===== config.mk =====
export PLATFORM = sky130hd
export DESIGN_NAME = multicycle_control
export DESIGN_NICKNAME = d
export VERILOG_FILES = /design/src/rtl/multicycle_control.sv
export SDC_FILE = /design/constraint.sdc
export NUM_CORES = 1
export LEC_CHECK = 0
export ABC_AREA = 1
export CAP_MARGIN = 20
export CORE_UTILIZATION = 46
export DETAILED_ROUTE_END_ITERATION = 8
export PLACE_DENSITY_LB_ADDON = 0.08
export SLEW_MARGIN = 40
export SYNTH_ARGS = -nofsm -noshare
export SYNTH_HDL_FRONTEND = slang
export SYNTH_SLANG_ARGS = --single-unit
export TNS_END_PERCENT = 30

===== constraint.sdc =====
create_clock -name clk -period 2.95 [get_ports clk]
set_input_delay 0.885 -clock clk [delete_from_list [all_inputs] [get_ports clk]]
set_output_delay 0.885 -clock clk [all_outputs]
set_load 0.1 [all_outputs]

===== src/rtl/multicycle_control.sv =====
// Multicycle RISC-V control FSM with memory wait timeout.
// Optional JAL support enabled by defining MULTICYCLE_CTRL_JAL_EN.
module multicycle_control #(
  parameter int WAIT_TIMEOUT = 15
) (
  input  logic       clk,
  input  logic       rst_n,
  input  logic [6:0] opcode,
  input  logic       zero,
  input  logic       mem_ready,
  output logic       pc_write,
  output logic       adr_src,
  output logic       mem_read,
  output logic       mem_write,
  output logic       ir_write,
  output logic       reg_write,
  output logic [1:0] result_src,
  output logic [1:0] alu_src_a,
  output logic [1:0] alu_src_b,
  output logic [1:0] alu_op,
  output logic       illegal,
  output logic       mem_err,
  output logic [3:0] state
);

  localparam int CW =
    (WAIT_TIMEOUT < 1) ? 1 : $clog2(WAIT_TIMEOUT + 1);

  localparam logic [6:0] OP_LOAD  = 7'b0000011;
  localparam logic [6:0] OP_STORE = 7'b0100011;
  localparam logic [6:0] OP_RTYPE = 7'b0110011;
  localparam logic [6:0] OP_ITYPE = 7'b0010011;
  localparam logic [6:0] OP_BEQ   = 7'b1100011;
`ifdef MULTICYCLE_CTRL_JAL_EN
  localparam logic [6:0] OP_JAL   = 7'b1101111;
`endif

  typedef enum logic [3:0] {
    S_FETCH    = 4'd0,
    S_DECODE   = 4'd1,
    S_MEMADR   = 4'd2,
    S_MEMREAD  = 4'd3,
    S_MEMWB    = 4'd4,
    S_MEMWRITE = 4'd5,
    S_EXECR    = 4'd6,
    S_ALUWB    = 4'd7,
    S_EXECI    = 4'd8,
    S_BEQ      = 4'd9,
    S_JAL      = 4'd10
  } state_e;

  state_e          state_q, state_d;
  state_e          dec_next;
  logic            dec_ok;
  logic [CW-1:0]   wait_q, wait_d;
  logic            waiting;
  logic            timeout;

  assign waiting = (state_q == S_FETCH)   ||
                   (state_q == S_MEMREAD) ||
                   (state_q == S_MEMWRITE);

  // A stalled access gives up once the counter has hit the limit.
  assign timeout = waiting && !mem_ready &&
                   (wait_q == CW'(WAIT_TIMEOUT));

  assign state = state_q;

  // State and wait counter registers.
  always_ff @(posedge clk or negedge rst_n) begin
    if (!rst_n) begin
      state_q <= S_FETCH;
      wait_q  <= '0;
    end else begin
      state_q <= state_d;
      wait_q  <= wait_d;
    end
  end

  // Opcode decode used when leaving DECODE.
  always_comb begin
    dec_ok   = 1'b1;
    dec_next = S_FETCH;
    unique case (1'b1)
      (opcode == OP_LOAD),
      (opcode == OP_STORE): dec_next = S_MEMADR;
      (opcode == OP_RTYPE): dec_next = S_EXECR;
      (opcode == OP_ITYPE): dec_next = S_EXECI;
      (opcode == OP_BEQ):   dec_next = S_BEQ;
`ifdef MULTICYCLE_CTRL_JAL_EN
      (opcode == OP_JAL):   dec_next = S_JAL;
`endif
      default:              dec_ok   = 1'b0;
    endcase
  end

  // Next-state and wait counter update.
  always_comb begin
    state_d = state_q;
    case (state_q)
      S_FETCH: begin
        if (timeout)        state_d = S_FETCH;
        else if (mem_ready) state_d = S_DECODE;
      end
      S_DECODE:   state_d = dec_next;
      S_MEMADR:   state_d = opcode[5] ? S_MEMWRITE : S_MEMREAD;
      S_MEMREAD: begin
        if (mem_ready)    state_d = S_MEMWB;
        else if (timeout) state_d = S_FETCH;
      end
      S_MEMWB:    state_d = S_FETCH;
      S_MEMWRITE: begin
        if (mem_ready || timeout) state_d = S_FETCH;
      end
      S_EXECR:    state_d = S_ALUWB;
      S_EXECI:    state_d = S_ALUWB;
      S_ALUWB:    state_d = S_FETCH;
      S_BEQ:      state_d = S_FETCH;
`ifdef MULTICYCLE_CTRL_JAL_EN
      S_JAL:      state_d = S_ALUWB;
`endif
      default:    state_d = S_FETCH;
    endcase

    if (timeout || (state_d != state_q))
      wait_d = '0;
    else if (waiting && !mem_ready)
      wait_d = wait_q + 1'b1;
    else
      wait_d = wait_q;
  end

  // Control outputs from current state and status inputs.
  always_comb begin
    pc_write   = 1'b0;
    adr_src    = 1'b0;
    mem_read   = 1'b0;
    mem_write  = 1'b0;
    ir_write   = 1'b0;
    reg_write  = 1'b0;
    result_src = 2'b00;
    alu_src_a  = 2'b00;
    alu_src_b  = 2'b00;
    alu_op     = 2'b00;
    illegal    = 1'b0;
    mem_err    = 1'b0;
    if (!rst_n) begin
      mem_read = 1'b1;
    end else begin
      case (state_q)
        S_FETCH: begin
          mem_read = 1'b1;
          mem_err  = timeout;
          if (mem_ready) begin
            ir_write   = 1'b1;
            pc_write   = 1'b1;
            alu_src_b  = 2'b10;
            result_src = 2'b10;
          end
        end
        S_DECODE: begin
          alu_src_a = 2'b01;
          alu_src_b = 2'b01;
          illegal   = !dec_ok;
        end
        S_MEMADR: begin
          alu_src_a = 2'b10;
          alu_src_b = 2'b01;
        end
        S_MEMREAD: begin
          adr_src  = 1'b1;
          mem_read = 1'b1;
          mem_err  = timeout;
        end
        S_MEMWB: begin
          result_src = 2'b01;
          reg_write  = 1'b1;
        end
        S_MEMWRITE: begin
          adr_src   = 1'b1;
          mem_write = !timeout;
          mem_err   = timeout;
        end
        S_EXECR: begin
          alu_src_a = 2'b10;
          alu_op    = 2'b10;
        end
        S_EXECI: begin
          alu_src_a = 2'b10;
          alu_src_b = 2'b01;
          alu_op    = 2'b10;
        end
        S_ALUWB: begin
          reg_write = 1'b1;
        end
        S_BEQ: begin
          alu_src_a = 2'b10;
          alu_op    = 2'b01;
          pc_write  = zero;
        end
`ifdef MULTICYCLE_CTRL_JAL_EN
        S_JAL: begin
          alu_src_a = 2'b01;
          alu_src_b = 2'b10;
          pc_write  = 1'b1;
        end
`endif
        default: ;
      endcase
    end
  end

endmodule


==> impl_metrics.tcl <==
set metrics [dict create \
    outcome "finished with violations" \
    violations "DRC, setup timing" \
    cts_htree_levels 1 \
    power_per_cell_area_nw_per_um2 405 \
    nets 188 \
    synth-seq-area-share_pct 25.5 \
    die-height_um 43.3 \
    postLayoutCellArea_um2 1530 \
    synth_fa_ha_area_share_pct 1.59 \
    avgSynthCellArea_um2 5.91 \
    worst_slew_pin_slew_ns 0.361 \
    crit_slowest_cell "clkdlybuf4s50_1" \
    crit_family "buffers and inverters" \
    path_depth 5 \
    grt_util_met1_pct 42.1 \
    whs_path_depth 1 \
    core_area_um2 1560 \
    cts_buffer_depth 2 \
    rrSetupSlack_ns 0.92 \
    leakagePower_nw 0.795 \
    vdd_ir_drop_max_mv 0.364 \
    drt-initial-drc-count 170 \
    worst_setup_hold_path_clk_slew_ns 0.06 \
    wl_um 4370 \
    yosysUniqueCellTypes 23 \
    hold_path.startpoint "wait_q[0]$_DFFE_PN0P_" \
    drc 6 \
    synth_top_area_share_pct 25.5 \
    cp_num_buf_inv 2 \
    clock_sinks 8 \
    die_w_um 43.3 \
    path_cells "clkdlybuf4s50_1 > nand3_2 > nor2_1 > nor4_4 > buf_12" \
    max_stage_delay_ns 0.54 \
    cp_max_fo 3 \
    r2r.worst_path.cells 12 \
    wire_per_inst_um 22.9 \
    io_pins 31 \
    synthMuxAreaShare_pct 0 \
    grtUsageMet2_pct 72.4 \
    gr-max-usage-layer "met2" \
    grt_pass1_vias 1183 \
    hpwlAfterDp_um 2610 \
    yosysWarnings 0 \
    clock_latency_ns 0.27 \
    startpoint_type "primary input" \
    drv_cap 0 \
    grt_pass1_wl_um 5600 \
    synthesis.area_um2 786 \
    overflow 0 \
    synthTopCellsByArea "dfrtp_1 (25%), nand2_1 (13%), nor2_1 (13%)" \
    maxSlewHeadroom_pct 75.8 \
    numPortBuffers 30 \
    vias 1318 \
    antenna_found_initial 0 \
    initial_core_util_pct 50.4 \
    postCtsSetupBuffers 0 \
    drive_gt1_share_pct 45.1 \
    setup_viol 1 \
    via_per_inst 6.90 \
    finalSetupTns_ns -0.00226 \
    hold_viol 0 \
    syn-num-nets 145 \
    hold_buffers 0 \
    syn-instance-count 133 \
    worst_r2r_endpoint "wait_q[2]$_DFFE_PN0P_" \
    crit_type "primary input to output port" \
    fp-row-count 14 \
    cts_tree "done" \
    synth_edf_count 0 \
    num_antenna_cells 0 \
    critPathArrivalTime_ns 2.07 \
    synth_compound_area_share_pct 5.57 \
    fin_skew_ns 0.0185 \
    dr.pass1.iters 9 \
    hp-class "flop to flop" \
    area_delta_synth_final_pct 94.1 \
    async_reset_ff_share_pct 100 \
    cts_made_buffers 3 \
    yosys.area.top_type "dfrtp_1" \
    pre_cts_slack_ns -0.136 \
    synth-xor-area-share_pct 2.23 \
    hold_end "wait_q[0]$_DFFE_PN0P_" \
    slew_viol_final 0 \
    die_area_um2 1880 \
    end_kind "output port" \
    r2r_start "state[0]$_DFF_PN0_" \
    postRouteAntennaNets 0 \
    cts_root_buf "clkbuf_4" \
    synth_seq_cells 8 \
    cp_data_required_time_ns 2.07 \
    grt_use_met3_pct 9.17 \
    setup_slack_ns -0.00226 \
    timing.fmax_mhz 339 \
    synth_top_family_by_area "simple AND/OR/NAND/NOR gates" \
    gr-usage-all-layers_pct 40.6 \
    grt_max_degree 11 \
    timing.final.crit_share_pct 100 \
    gp_congestion 0.924 \
    synth-simple-area-share_pct 51.3 \
    synthTopCellsByCount "nand2_1 (28), nor2_1 (28), inv_1 (24), nand3_1 (12), dfrtp_1 (8)" \
    synth-main-ff-cell "dfrtp_1" \
    fin_crit_ns 2.95 \
    placed_area_um2 1440 \
]
==> worst reg2reg max path: stages, from the launching register on <==
cell,delay (ns)
dfrtp_4,0.53
inv_1,0.13
nor2_2,0.08
nand2_1,0.18
nand3_1,0.12
nand2_1,0.09
nor2_2,0.06
buf_4,0.14
nor2_1,0.12
nand3_1,0.11
nor2_2,0.15
nand2_2,0.11
nor2_1,0.13
==> report_power, final <==
group | total, mW | switching [mW] | internal [mW]
Combinational | 0.357 | 0.240 | 0.117
Clock | 0.0991 | 0.0471 | 0.0520
Sequential | 0.161 | 0.0285 | 0.133
==> through the flow <==
step | hold slack (ns) | instances | utilization, % | total power, mW
final | 0.509 | 191 | 97.8 | 0.617
after global routing | 0.518 | 191 | 97.8 | 0.629
after CTS | 0.497 | 191 | 94.7 | 0.589
after detailed placement | 0.490 | 187 | 92.4 | 0.493
after global placement | 0.441 | 187 | 92.4 | 0.466
after floorplan | 0.430 | 133 | - | 0.365
==> worst max path at each step <==
stage                      endpoint  slack [ns]          startpoint
final                       illegal      -0.002           opcode[5]
after global routing      mem_write       -0.10  state[2]$_DFF_PN0_
after CTS                  pc_write       -0.01           mem_ready
after detailed placement   ir_write       -0.14           mem_ready
after global placement     ir_write       -0.04           mem_ready
after floorplan             illegal       -0.13  state[2]$_DFF_PN0_
==> area by class of cell <==
type / count / area [um^2]
Multi-Input combinational cell: 97 / 609
Tap cell: 16 / 20.0
Clock buffer: 4 / 26.3
Sequential cell: 8 / 213
Inverter: 26 / 97.6
Timing Repair Buffer: 40 / 559
Fill cell: 23 / 33.8
==> layout by cell type (no fill, tap or decap), drive strengths merged <==
cell	count
nand3	13
a21oi	5
clkbuf	4
xnor2	1
buf	30
inv	26
o211ai	1
a31oi	1
clkdlybuf4s50	3
dlymetal6s2s	7
dfrtp	8
nand2	34
nor4	1
nand4	4
xor2	1
nor2	34
ha	1
o21ai	1
==> cells by family (layout without fill, tap and decap cells) <==
group           Yosys count  in the layout
flops                     8              8
xor+xnor                  2              2
buf+inv                  28             70
compound gates            8              8
simple gates             86             86
fa+ha+maj                 1              1
==> per-layer routing <==
| layer | up-vias | part of all wire (%) |
|---|---|---|
| met4 | 0 | 14 |
| li1 | 492 | - |
| met5 | - | 0 |
| met3 | 76 | 12 |
| met2 | 175 | 45 |
| met1 | 575 | 29 |
==> what timing repair did <==
action,4_1_cts,5_1_grt
gates resized for setup,8,16
pin swaps,3,3
gates cloned,0,0
endpoints found under the setup margin,8,9
==> registers in the layout (all words and copies together), names as in the netlist <==
register,cells
state,4
wait_q,4
Power figures use the tool's default switching activity.
